File: src/rtl/stage_mem.sv
// stage_mem : memory-access stage between the EX/MEM and MEM/WB latches.
//   Non-memory instructions pass straight through in the same cycle.
//   Loads and stores run over a byte-wide memory port, one byte per accepted
//   request. Upstream is held with stall_mem until the access finishes.
//
//   state | meaning
//   ------+-------------------------------------------------------------
//   IDLE  | pass-through, or issue byte 0 of a new memory access
//   BUSY  | request byte cnt, waiting for mem_ready
//   DONE  | one cycle: present the load/store result, release upstream
//
// Ports
//   clock, reset                 clock and async active-high reset
//   write_i/regw_addr_i/data_i   instruction result from EX/MEM
//   load, store, mem_length,     memory op control; data_i holds the
//   mem_signed, mem_write_data   effective address when load|store
//   mem_req/rw/addr/wdata,       byte-wide memory port
//   mem_ready/rdata
//   stall_mem                    hold upstream stages
//   write_o/regw_addr_o/data_o   to MEM/WB latch
module stage_mem #(
   parameter int ADDR_WIDTH     = 32,
   parameter int REG_ADDR_WIDTH = 5
) (
   input  logic                      clock,
   input  logic                      reset,
   input  logic                      write_i,
   input  logic [REG_ADDR_WIDTH-1:0] regw_addr_i,
   input  logic [31:0]               regw_data_i,
   input  logic                      load,
   input  logic                      store,
   input  logic [31:0]               mem_write_data,
   input  logic [2:0]                mem_length,
   input  logic                      mem_signed,
   input  logic                      mem_ready,
   input  logic [7:0]                mem_rdata,
   output logic                      mem_req,
   output logic                      mem_rw,
   output logic [ADDR_WIDTH-1:0]     mem_addr,
   output logic [7:0]                mem_wdata,
   output logic                      stall_mem,
   output logic                      write_o,
   output logic [REG_ADDR_WIDTH-1:0] regw_addr_o,
   output logic [31:0]               regw_data_o
);

   localparam logic [1:0] IDLE = 2'd0;
   localparam logic [1:0] BUSY = 2'd1;
   localparam logic [1:0] DONE = 2'd2;

   logic [1:0]  state;
   logic [1:0]  cnt;
   logic [31:0] data_q;
   logic [1:0]  last_idx;
   logic        mem_op;
   logic        access;
   logic        last;
   logic [31:0] load_ext;

   assign mem_op = load | store;

   // Any length other than 1 or 2 behaves as a word access.
   assign last_idx = (mem_length == 3'd1) ? 2'd0 :
                     (mem_length == 3'd2) ? 2'd1 : 2'd3;
   assign last     = (cnt == last_idx);

   // Byte 0 is requested already in the IDLE cycle the op arrives.
   assign access = ((state == IDLE) && mem_op) || (state == BUSY);

   always_comb begin
      load_ext = data_q;
      if (mem_length == 3'd1)
         load_ext = {{24{mem_signed & data_q[7]}}, data_q[7:0]};
      else if (mem_length == 3'd2)
         load_ext = {{16{mem_signed & data_q[15]}}, data_q[15:0]};
   end

   always_ff @(posedge clock or posedge reset) begin
      if (reset) begin
         state  <= IDLE;
         cnt    <= 2'd0;
         data_q <= 32'd0;
      end else begin
         case (state)
            IDLE, BUSY: begin
               if (access && mem_ready) begin
                  if (!store)
                     data_q[8*cnt +: 8] <= mem_rdata;
                  if (last) begin
                     cnt   <= 2'd0;
                     state <= DONE;
                  end else begin
                     cnt   <= cnt + 2'd1;
                     state <= BUSY;
                  end
               end else if (access) begin
                  state <= BUSY;
               end
            end
            DONE:    state <= IDLE;
            default: state <= IDLE;
         endcase
      end
   end

   // Outputs are forced low while reset is high, including the
   // combinational request path.
   always_comb begin
      mem_req     = 1'b0;
      mem_rw      = 1'b0;
      mem_addr    = '0;
      mem_wdata   = 8'd0;
      stall_mem   = 1'b0;
      write_o     = 1'b0;
      regw_addr_o = '0;
      regw_data_o = 32'd0;
      if (!reset) begin
         mem_rw    = store;
         mem_addr  = ADDR_WIDTH'(regw_data_i) + ADDR_WIDTH'(cnt);
         mem_wdata = mem_write_data[8*cnt +: 8];
         case (state)
            IDLE: begin
               if (mem_op) begin
                  mem_req   = 1'b1;
                  stall_mem = 1'b1;
               end else begin
                  write_o     = write_i;
                  regw_addr_o = regw_addr_i;
                  regw_data_o = regw_data_i;
               end
            end
            BUSY: begin
               mem_req   = 1'b1;
               stall_mem = 1'b1;
            end
            DONE: begin
               write_o     = write_i;
               regw_addr_o = regw_addr_i;
               regw_data_o = store ? regw_data_i : load_ext;
            end
            default: ;
         endcase
      end
   end

endmodule

File: config.mk
export PLATFORM = sky130hd
export DESIGN_NAME = stage_mem
export DESIGN_NICKNAME = d
export VERILOG_FILES = /design/src/rtl/stage_mem.sv
export SDC_FILE = /design/constraint.sdc
export NUM_CORES = 1
export LEC_CHECK = 0
export ABC_AREA = 1
export CORE_MARGIN = 10
export CORE_UTILIZATION = 44
export CTS_BUF_LIST = sky130_fd_sc_hd__clkbuf_8 sky130_fd_sc_hd__clkbuf_16
export DETAILED_ROUTE_END_ITERATION = 16
export HOLD_SLACK_MARGIN = 0.06
export PLACE_DENSITY = 0.87
export SYNTH_ARGS = -nofsm -noshare
export SYNTH_HDL_FRONTEND = slang
export SYNTH_SLANG_ARGS = --single-unit
File: constraint.sdc
create_clock -name clock -period 2.74 [get_ports clock]
set_input_delay 0.274 -clock clock [delete_from_list [all_inputs] [get_ports clock]]
set_output_delay 0.274 -clock clock [all_outputs]
set_load 0.05 [all_outputs]
==> out/metrics.yaml <==
run_status:
  status: "finished, final reports clean"
final_layout:
  drive_above_1_share_pct: 19.81
  fin_cells: 941
  final_nets: 927
  area_growth_pct: 58.48
  antenna_cells: 0
clocking:
  cts_setup_buffers: 0
  clk_pin_slew_ns: 0.07
  htreeDepth: 2
  tritoncts: "yes"
  clkSinkCount: 36
  cts_inserted_buffers: 5
  clockBufferDepth: 2
  cts.root.buffer_cell: "clkbuf_8"
  worstSkewPairLatency_ns: 0.30
critical_path:
  cp_max_fo: 3
  crit_start: "regw_data_i[0]"
  max_stage_delay_ns: 0.51
  path_class: "input port to output pin"
  path_delay_family: "buffers and inverters"
  cpMostUsedCell: "nand2_1"
  crit_path_end_kind: "output pin"
  start_kind: "input port"
  worstPathRequired_ns: 2.47
  arrival_ns: 2.34
  crit_buf_inv: 3
  slowest_stage: "clkdlybuf4s50_1"
  path_cells: "clkdlybuf4s50_1 -> ha_2 -> fa_2 -> nand2_1 -> nor2_2 -> buf_4 -> nand2_1 -> nor2_2 -> nand2_1 -> nand2_1 -> nand2_1 -> nor2_1 -> buf_6"
  r2r_start: "cnt[0]$_DFFE_PP0P_"
logic_synthesis:
  synth_most_common_cell: "nor2_1"
  async_reset_ff_share_pct: 100.0
  synth_commonest_cells: "nor2_1 (197), nand2_1 (181), inv_1 (38), dfrtp_1 (36), nand4_1 (35)"
  syn_inst: 676
  yosysTopAreaCell: "dfrtp_1"
  yosysSeqAreaShare_pct: 23.05
  synthFlopType: "dfrtp_1"
  syn_area_mm2: 0.003909
  synthTopCellsByArea: "dfrtp_1 (23%), nor2_1 (19%), nand2_1 (17%)"
  yosysWarnings: 0
  ys_ff_latch: 36
  syn_nets: 771
  synth_top_area_share_pct: 23.05
  syn_avg_cell_area_um2: 5.782
  yosysUniqueCellTypes: 33
  synth_edf_count: 0
route:
  ant_nets: 0
  firstDrtPassIters: 5
  drc: 0
  wl_per_cell_um: 17.81
  drt_iter0_markers: 488
  num_vias: 5107
  finalWirelength_um: 16760
  routed_via_density: 5.427
power_and_ir_drop:
  switchingPower_mw: 1.979
  p_comb_share_pct: 65.3
  netSwitchingFraction_pct: 53.10
  ir_drop_uv: 767.4
  p_int_mw: 1.748
  leakage_nw: 2.719
  power.share.clock_pct: 11.0
  power.share.sequential_pct: 23.6
  powerDensity_mw_per_mm2: 601.5
placed_design:
  numPortBuffers: 167
  dp_cells: 932
  hpwl_um: 13790
  gp_congestion: 0.9483
global_route:
  grt_pass1_wl_um: 26250
  overflow: 0
  grt_usage_pct: 24.40
  met1_usage_pct: 30.12
  top_usage_layer: "met2"
  grt_max_degree: 41
  antenna_found_initial: 0
  use_met2_pct: 42.86
  grt_use_met3_pct: 4.298
  grt_pass1_vias: 4915
sta:
  final.setup_skew_ns: 0.01158
  period_share_pct: 95.31
  max_freq_mhz: 382.9
  setup_viol: 0
  hold_viol_final: 0
  slew_headroom_pct: 55.89
  slew_violations: 0
  whs_ns: 0.4886
  worst_slew_pin_slew_ns: 0.6609
  rsz0062_at_grt: "no"
  fin_tns_setup_ns: 0
  period_needed_ns: 2.611
die:
  core_area_mm2: 0.008678
  dieArea_mm2: 0.01305
  dieHeight_um: 114.3
  num_rows: 34
  die_x_um: 114.3
  io_pins: 168
  initial_utilization_pct: 45.04
hold_path:
  hold_start: "data_q[20]$_DFFE_PP0P_"
  hp-class: "register to register"
flow_run:
  max_cap_viol_count: 0
## sequential cells by signal, indices dropped and copies added, names as in the netlist
signal and flops:
cnt 2, data_q 32, state 2
## power by group through the flow
stage | clock network, mW | logic, mW | registers, mW
6_report | 0.412 | 2.43 | 0.881
5_1_grt | 0.433 | 2.62 | 0.896
4_1_cts | 0.411 | 2.40 | 0.870
3_5_place_dp | 0 | 2.39 | 0.878
3_3_place_gp | 0 | 2.30 | 0.868
2_1_floorplan | 0 | 1.63 | 0.818
## logic make-up (layout without fill, tap and decap cells)
kind of cell | Yosys count | in the layout | synth area share (%)
xor gates and xnor gates | 5 | 5 | 1.121
DFF | 36 | 36 | 23.05
AOI/OAI and AO/OA | 99 | 99 | 15.97
adders and majority gates | 8 | 8 | 2.753
buffers and inverters | 79 | 236 | 8.739
and+or+nand+nor | 449 | 449 | 48.37
## cell type report
type | count | area, µm²
multi-input cells | 561 | 2714
clock inverters | 2 | 13.76
repair buffers | 182 | 2176
flip-flops and latches | 36 | 900.9
clock buffers | 6 | 82.58
fillers | 735 | 2484
well taps | 108 | 135.1
inverters | 46 | 172.7
## worst reg2reg max path, stage by stage, from the launching register on
cell	delay, ns
dfrtp_1	0.38
buf_4	0.38
inv_2	0.24
ha_1	0.33
buf_4	0.21
clkinv_1	0.44
nand4_1	0.32
o21ai_2	0.08
## what timing repair did
| action | CTS | global route |
|---|---|---|
| resized for setup | 1 | 13 |
| setup endpoints to repair | 1 | 11 |
| hold buffers | 1 | 0 |
| hold endpoints to repair | 4 | 0 |
## stage by stage
step,util [%],worst slack [ns],power (mW),area [µm²]
floorplan,-,0.1086,2.448,3919
global placement,69.68,0.09011,3.173,6047
detailed placement,69.68,0.006083,3.268,6047
CTS,70.93,0.01983,3.681,6156
global route,71.38,0.02698,3.953,6195
finish,71.38,0.1286,3.726,6195
## metal layers
metal	share of wire, %	vias to the layer above	wire [µm]
li1	-	2482	-
met1	39	2334	6561
met2	50	253	8418
met3	8.3	38	1384
met4	2.3	0	391
met5	0	-	0
## cell usage in the layout (no fill, tap or decap), drive strengths merged
master,netlist,layout
ha,7,7
inv,44,45
nor3b,1,1
o21a,1,1
nand3b,1,1
fa,1,1
nand2,187,187
dlygate4sd3,0,1
nor3,2,2
buf,11,94
xnor2,2,2
xor2,3,3
clkbuf,22,6
clkdlybuf4s50,0,87
nand3,23,23
a211oi,1,1
nor2,199,199
clkinv,2,3
o21ai,65,65
nand4,35,35
dfrtp,36,36
and2,1,1
a21oi,32,32
## final timing paths
check	slack, ns	to	cells past startpoint
min in group asynchronous	0.54	state[0]$_DFFE_PP0P_	3
worst min register to register	0.49	data_q[20]$_DFFE_PP0P_	2
worst min-delay path	0.49	data_q[20]$_DFFE_PP0P_	2
worst max-delay path	0.13	mem_addr[18]	13
max in group asynchronous	1.46	data_q[23]$_DFFE_PP0P_	4
worst max register to register	0.25	data_q[29]$_DFFE_PP0P_	7
Note: power is estimated with default switching activity, not from simulation.
